<file path="src/rtl/fifo_pkg.sv">
// Shared definitions for the FIFO reader/writer sides: default word width,
// stream handshake type, skid-buffer occupancy states and the pop credit check.
package fifo_pkg;

  localparam int DEF_WIDTH = 8;

  typedef struct packed {
    logic                 valid;
    logic [DEF_WIDTH-1:0] data;
  } stream_t;

  typedef enum logic [1:0] {
    OCC_0 = 2'd0,
    OCC_1 = 2'd1,
    OCC_2 = 2'd2
  } occ_e;

  // The word leaving this cycle frees its slot, so it counts as spare credit.
  // Without it the reader would stall every other cycle.
  function automatic logic credit_ok(input logic [1:0] occ, input logic inflight,
                                     input logic drain);
    logic [2:0] used;
    used = {1'b0, occ} + {2'b00, inflight};
    return (used < (3'd2 + {2'b00, drain}));
  endfunction

endpackage

</file>
<file path="src/rtl/fifo_stream_reader_skid_buf2.sv">
// Two-entry in-order skid buffer with valid/ready on both sides and an occupancy
// output. The head slot drives m_data and is cleared when the buffer empties.
module skid_buf2
  import fifo_pkg::*;
#(
  parameter int WIDTH = DEF_WIDTH
) (
  input  logic             clk,
  input  logic             rst,
  input  logic             s_valid,
  input  logic [WIDTH-1:0] s_data,
  output logic             m_valid,
  input  logic             m_ready,
  output logic [WIDTH-1:0] m_data,
  output logic [1:0]       occ
);

  occ_e             occ_r;
  logic [WIDTH-1:0] head_r;
  logic [WIDTH-1:0] tail_r;
  logic             rd_s;
  logic             wr_s;

  assign m_valid = (occ_r != OCC_0);
  assign m_data  = head_r;
  assign occ     = occ_r;
  assign rd_s    = m_valid & m_ready;
  assign wr_s    = s_valid & ((occ_r != OCC_2) | rd_s);

  // Occupancy state machine with head/tail slot updates.
  always_ff @(posedge clk or posedge rst) begin
    if (rst) begin
      occ_r  <= OCC_0;
      head_r <= {WIDTH{1'b0}};
      tail_r <= {WIDTH{1'b0}};
    end else begin
      case (occ_r)
        OCC_0: begin
          if (wr_s) begin
            head_r <= s_data;
            occ_r  <= OCC_1;
          end
        end
        OCC_1: begin
          if (wr_s && rd_s) begin
            head_r <= s_data;
          end else if (wr_s) begin
            tail_r <= s_data;
            occ_r  <= OCC_2;
          end else if (rd_s) begin
            head_r <= {WIDTH{1'b0}};
            occ_r  <= OCC_0;
          end
        end
        OCC_2: begin
          if (rd_s) begin
            head_r <= tail_r;
            if (wr_s) begin
              tail_r <= s_data;
            end else begin
              occ_r <= OCC_1;
            end
          end
        end
        default: begin
          occ_r  <= OCC_0;
          head_r <= {WIDTH{1'b0}};
        end
      endcase
    end
  end

endmodule

</file>
<file path="src/rtl/fifo_stream_reader.sv">
// Read-side controller for the push/pop FIFO: issues credit-limited pops, absorbs
// the FIFO's registered read latency and presents words as a valid/ready stream.
module fifo_stream_reader
  import fifo_pkg::*;
#(
  parameter int WIDTH = DEF_WIDTH,
  parameter int CNT_W = 16
) (
  input  logic             clk,
  input  logic             rst,
  input  logic             fifo_empty,
  input  logic             fifo_push,
  input  logic [WIDTH-1:0] fifo_out,
  output logic             fifo_pop,
  output logic             m_valid,
  input  logic             m_ready,
  output logic [WIDTH-1:0] m_data,
  output logic             pop_collide,
  output logic [CNT_W-1:0] rd_count
);

  logic             inflight_r;
  logic             pop_collide_r;
  logic [CNT_W-1:0] rd_count_r;
  logic [1:0]       occ_s;
  logic             hs_s;
  logic             credit_s;

  assign hs_s        = m_valid & m_ready;
  assign credit_s    = credit_ok(occ_s, inflight_r, hs_s);
  // Never pop alongside a push: the FIFO would drop it and the inflight flag would lie.
  assign fifo_pop    = ~rst & ~fifo_empty & ~fifo_push & credit_s;
  assign pop_collide = pop_collide_r;
  assign rd_count    = rd_count_r;

  // Pop-in-flight tracking, writer collision flag and delivered-word count.
  always_ff @(posedge clk or posedge rst) begin
    if (rst) begin
      inflight_r    <= 1'b0;
      pop_collide_r <= 1'b0;
      rd_count_r    <= {CNT_W{1'b0}};
    end else begin
      inflight_r    <= fifo_pop;
      pop_collide_r <= ~fifo_empty & fifo_push & credit_s;
      if (hs_s) begin
        rd_count_r <= rd_count_r + {{(CNT_W-1){1'b0}}, 1'b1};
      end else begin
        rd_count_r <= rd_count_r;
      end
    end
  end

  skid_buf2 #(
    .WIDTH (WIDTH)
  ) u_skid (
    .clk     (clk),
    .rst     (rst),
    .s_valid (inflight_r),
    .s_data  (fifo_out),
    .m_valid (m_valid),
    .m_ready (m_ready),
    .m_data  (m_data),
    .occ     (occ_s)
  );

endmodule

</file>
<file path="config.mk">
export PLATFORM = sky130hd
export DESIGN_NAME = fifo_stream_reader
export DESIGN_NICKNAME = d
export VERILOG_FILES = /design/src/rtl/fifo_pkg.sv /design/src/rtl/fifo_stream_reader_skid_buf2.sv /design/src/rtl/fifo_stream_reader.sv
export SDC_FILE = /design/constraint.sdc
export NUM_CORES = 1
export LEC_CHECK = 0
export CORE_MARGIN = 1
export CORE_UTILIZATION = 53
export DETAILED_ROUTE_END_ITERATION = 7
export PLACE_DENSITY = 0.84
export SLEW_MARGIN = 40
export SYNTH_ARGS = -nofsm -noshare
export SYNTH_HDL_FRONTEND = slang
export SYNTH_SLANG_ARGS = --single-unit
</file>
<file path="constraint.sdc">
create_clock -name clk -period 4.3 [get_ports clk]
set_input_delay 0.645 -clock clk [delete_from_list [all_inputs] [get_ports clk]]
set_output_delay 0.645 -clock clk [all_outputs]
set_load 0.005 [all_outputs]
</file>
==> flow_results.xml <==
<?xml version="1.0" encoding="UTF-8"?>
<metrics>
  <group name="yosys">
    <metric name="syn_area_cell" unit="um^2">12.2</metric>
    <metric name="synth_seq_cells" unit="">36</metric>
    <metric name="synth.net_count" unit="">157</metric>
    <metric name="cells_after_synth" unit="">141</metric>
    <metric name="syn_area" unit="um^2">1720</metric>
    <metric name="yosysSeqAreaShare" unit="%">52.4</metric>
    <metric name="yosysUniqueCellTypes" unit="">35</metric>
    <metric name="ys_warn_count" unit="">0</metric>
  </group>
  <group name="routing">
    <metric name="antenna_left" unit="">0</metric>
    <metric name="avgRoutedWirePerCell" unit="um">15.5</metric>
    <metric name="drc" unit="">0</metric>
    <metric name="detailroute.via_count" unit="">1269</metric>
    <metric name="drtIter0Drc" unit="">48</metric>
    <metric name="post_drt_via_cell_ratio" unit="">5.62</metric>
    <metric name="wl" unit="um">3510</metric>
    <metric name="detailedRoute.firstPassIterationCount" unit="">4</metric>
  </group>
  <group name="die">
    <metric name="num_rows" unit="">20</metric>
    <metric name="io_pins" unit="">40</metric>
    <metric name="fp.coreArea" unit="um^2">3050</metric>
    <metric name="die_area" unit="um^2">3470</metric>
    <metric name="fp.dieH" unit="um">58.9</metric>
    <metric name="start_util" unit="%">56.3</metric>
    <metric name="die_span_x" unit="um">58.9</metric>
  </group>
  <group name="timing">
    <metric name="fin_ws" unit="ps">931</metric>
    <metric name="final_min_period_over_clock_period" unit="%">78.4</metric>
    <metric name="timing.slew.headroom" unit="%">53.9</metric>
    <metric name="setup_viol" unit="">0</metric>
    <metric name="hold_viol_final" unit="">0</metric>
    <metric name="rsz_0062_raised_after_global_routing" unit="">no</metric>
    <metric name="max_slew.worst_pin.slew" unit="ps">692</metric>
    <metric name="tns" unit="ps">0</metric>
    <metric name="period_minus_slack" unit="ps">3370</metric>
    <metric name="final-max-slew-violation-count" unit="">0</metric>
    <metric name="worst_clock_skew" unit="ps">12.6</metric>
    <metric name="fmax_achieved" unit="GHz">0.297</metric>
  </group>
  <group name="critical_path">
    <metric name="cp.buffers_inverters" unit="">2</metric>
    <metric name="critical_path.max_fanout" unit="">17</metric>
    <metric name="path_cells" unit="">clkdlybuf4s50_1 -&gt; o21ai_2 -&gt; o21ai_1 -&gt; nand2_1 -&gt; nor3_1 -&gt; clkdlybuf4s50_1</metric>
    <metric name="max_stage_delay" unit="ps">810</metric>
    <metric name="cp_data_arrival_time" unit="ps">2720</metric>
    <metric name="crit_required" unit="ps">3650</metric>
    <metric name="critical_path_most_common_cell" unit="">sky130_fd_sc_hd__clkdlybuf4s50_1</metric>
    <metric name="cp_slowest_cell" unit="">sky130_fd_sc_hd__clkdlybuf4s50_1</metric>
    <metric name="crit_family" unit="">buffers and inverters</metric>
    <metric name="critPathKind" unit="">primary input to output pin</metric>
    <metric name="critical_path.startpoint_type" unit="">primary input</metric>
    <metric name="critPathCaptureType" unit="">output pin</metric>
  </group>
  <group name="finish">
    <metric name="area_growth_syn_to_layout" unit="%">27.7</metric>
    <metric name="drive_above_1_share" unit="%">12.6</metric>
    <metric name="final_core_util" unit="%">71.8</metric>
    <metric name="diodes" unit="">0</metric>
    <metric name="final_std_cells_w_o_fill" unit="">226</metric>
    <metric name="total_number_of_nets_in_the_final_design" unit="">198</metric>
  </group>
  <group name="grt">
    <metric name="grt.total_usage" unit="%">22.6</metric>
    <metric name="globalRoute.totalOverflow" unit="">0</metric>
    <metric name="grt_pass1_vias" unit="">1220</metric>
    <metric name="maximum_number_of_pins_on_one_net_before_global_route_repair" unit="">21</metric>
    <metric name="grt_pass1_wl" unit="um">5790</metric>
    <metric name="antenna_found_initial" unit="">0</metric>
  </group>
  <group name="clocking">
    <metric name="cts_setup_buffers" unit="">0</metric>
    <metric name="tritoncts_clock_tree" unit="">built</metric>
    <metric name="cts_buffers" unit="">5</metric>
    <metric name="clock_tree.htree_level_count" unit="">2</metric>
    <metric name="cts-root-buf" unit="">sky130_fd_sc_hd__clkbuf_4</metric>
    <metric name="cts_resized" unit="">0</metric>
    <metric name="tritoncts_num_sinks" unit="">36</metric>
    <metric name="cts.clk_slew.worst_paths" unit="ps">100</metric>
    <metric name="clk_path_buf_depth" unit="">2</metric>
    <metric name="clk-insertion-delay-late" unit="ps">340</metric>
    <metric name="quantity_of_hold_fixing_buffers_added_after_cts" unit="">0</metric>
  </group>
  <group name="place">
    <metric name="detailed_place_hpwl" unit="um">2510</metric>
    <metric name="dpl_worst_slack" unit="ps">958</metric>
    <metric name="place.gp.congestion" unit="">0.770</metric>
    <metric name="port_buffers" unit="">39</metric>
    <metric name="placed_cells_incl_taps" unit="">219</metric>
  </group>
  <group name="worst_hold_path">
    <metric name="holdCritPathClass" unit="">register to register</metric>
  </group>
  <group name="pwr">
    <metric name="power.ir.vdd_worst" unit="V">0.000303</metric>
    <metric name="power.density" unit="nW/um^2">407</metric>
    <metric name="total_power" unit="uW">893</metric>
    <metric name="power.leakage" unit="nW">1.00</metric>
  </group>
  <group name="flow_run">
    <metric name="drv.max_cap_violation_count" unit="">0</metric>
  </group>
  <group name="status">
    <metric name="status" unit="">finished, final reports clean</metric>
  </group>
</metrics>
-- synthesized netlist by cell type --
cell type	n	area, um^2
sky130_fd_sc_hd__dfrtp_1	36	901
sky130_fd_sc_hd__xnor2_1	12	105
sky130_fd_sc_hd__nor2_1	9	33.8
sky130_fd_sc_hd__a221o_1	8	80.1
sky130_fd_sc_hd__mux2_4	8	120
sky130_fd_sc_hd__nand2_1	8	30.0
sky130_fd_sc_hd__a32oi_1	7	61.3
sky130_fd_sc_hd__nand3_1	6	30.0
sky130_fd_sc_hd__nand4_1	4	25.0
sky130_fd_sc_hd__a21oi_1	3	15.0
sky130_fd_sc_hd__and2_1	3	18.8
sky130_fd_sc_hd__and4_1	3	26.3
sky130_fd_sc_hd__ha_1	3	37.5
sky130_fd_sc_hd__inv_1	3	11.3
sky130_fd_sc_hd__o21ai_2	3	26.3
sky130_fd_sc_hd__xor2_1	3	26.3
sky130_fd_sc_hd__and3_1	2	12.5
sky130_fd_sc_hd__buf_6	2	22.5
sky130_fd_sc_hd__clkbuf_1	2	7.51
sky130_fd_sc_hd__a211o_1	1	8.76
sky130_fd_sc_hd__buf_2	1	5.00
sky130_fd_sc_hd__buf_4	1	7.51
sky130_fd_sc_hd__nand2_4	1	11.3
sky130_fd_sc_hd__nand2b_1	1	6.26
sky130_fd_sc_hd__nand3b_1	1	7.51
sky130_fd_sc_hd__nor2_2	1	6.26
sky130_fd_sc_hd__nor2b_1	1	6.26
sky130_fd_sc_hd__nor2b_4	1	13.8
sky130_fd_sc_hd__nor3_1	1	5.00
sky130_fd_sc_hd__nor3_4	1	16.3
sky130_fd_sc_hd__o211ai_1	1	7.51
sky130_fd_sc_hd__o21ai_1	1	5.00
sky130_fd_sc_hd__o22ai_1	1	6.26
sky130_fd_sc_hd__o32ai_1	1	8.76
sky130_fd_sc_hd__or2_1	1	6.26
-- per-stage QoR --
stage          area (um^2)  hold slack, ps
2_1_floorplan         1720             468
3_3_place_gp          2130             461
3_5_place_dp          2130             462
4_1_cts               2190             480
5_1_grt               2190             504
6_report              2190             477
-- where the power goes --
part	internal (mW)	switching, mW	total [mW]	leakage [nW]
combinational	0.147	0.0766	0.224	0.487
clock	0.0928	0.111	0.204	0.0374
sequential	0.402	0.0633	0.465	0.478
-- cells in the final DEF (no fill, tap or decap), types with 2 or more instances in the layout --
cell type / synthesis / layout
sky130_fd_sc_hd__a32oi_1: 7 / 7
sky130_fd_sc_hd__mux2_4: 8 / 8
sky130_fd_sc_hd__inv_1: 3 / 3
sky130_fd_sc_hd__nand3_1: 6 / 6
sky130_fd_sc_hd__nand2_1: 8 / 8
sky130_fd_sc_hd__a21oi_1: 3 / 3
sky130_fd_sc_hd__and4_1: 3 / 3
sky130_fd_sc_hd__dfrtp_1: 36 / 36
sky130_fd_sc_hd__xnor2_1: 12 / 12
sky130_fd_sc_hd__clkbuf_4: 0 / 5
sky130_fd_sc_hd__nand4_1: 4 / 4
sky130_fd_sc_hd__clkdlybuf4s50_1: 0 / 39
sky130_fd_sc_hd__clkbuf_8: 0 / 2
sky130_fd_sc_hd__and3_1: 2 / 2
sky130_fd_sc_hd__nor2_1: 9 / 9
sky130_fd_sc_hd__ha_1: 3 / 3
sky130_fd_sc_hd__and2_1: 3 / 3
sky130_fd_sc_hd__o21ai_2: 3 / 3
sky130_fd_sc_hd__a221o_1: 8 / 8
sky130_fd_sc_hd__xor2_1: 3 / 3
-- flip-flops by register name, indices dropped and copies added (netlist names) --
name and cells:
u_skid.tail_r 8, u_skid.occ 2, rd_count 16, inflight_r 1, u_skid.m_data 8, pop_collide 1
-- logic make-up after synthesis --
kind of cell / Yosys count / synth area share [%]
buffers and inverters: 9 / 3.13
multiplexers: 8 / 6.99
AO/OA/AOI/OAI: 26 / 12.7
flip-flops: 36 / 52.4
adder cells (fa/ha/maj): 3 / 2.19
AND/OR/NAND/NOR: 44 / 14.9
XOR/XNOR: 15 / 7.65
-- layout make-up --
type,instances,area [um^2]
multi-input cells,96,763
flip-flops and latches,36,901
well taps,44,55.1
clock buffers,7,65.1
inverters,3,11.3
fillers,238,860
repair buffers,40,398
-- worst paths after layout --
kind,from,to,slack [ps],cells past startpoint
min,rd_count[15],rd_count[15],480,1
max in group asynchronous,rst,u_skid.m_data[7],2860,3
max,m_ready,fifo_pop,930,6
min reg2reg,rd_count[15],rd_count[15],480,1
min in group asynchronous,rst,rd_count[3],750,2
max reg2reg,u_skid.occ[1],u_skid.m_data[7],2490,4
-- worst register-to-register path: stages, from the launching register on --
cell                      delay, ps
sky130_fd_sc_hd__dfrtp_1        650
sky130_fd_sc_hd__nor2b_4        360
sky130_fd_sc_hd__a211o_1        160
sky130_fd_sc_hd__o21ai_2        120
sky130_fd_sc_hd__a221o_1        410
-- per-layer routing --
layer	global-route usage [%]	share of wire, %	wire (um)
met5	0	0	0
met2	36.7	49	1740
met4	9.18	1.6	55
met3	3.96	3.4	118
met1	30.0	46	1600
No activity file was read; power rests on OpenSTA's default activity.
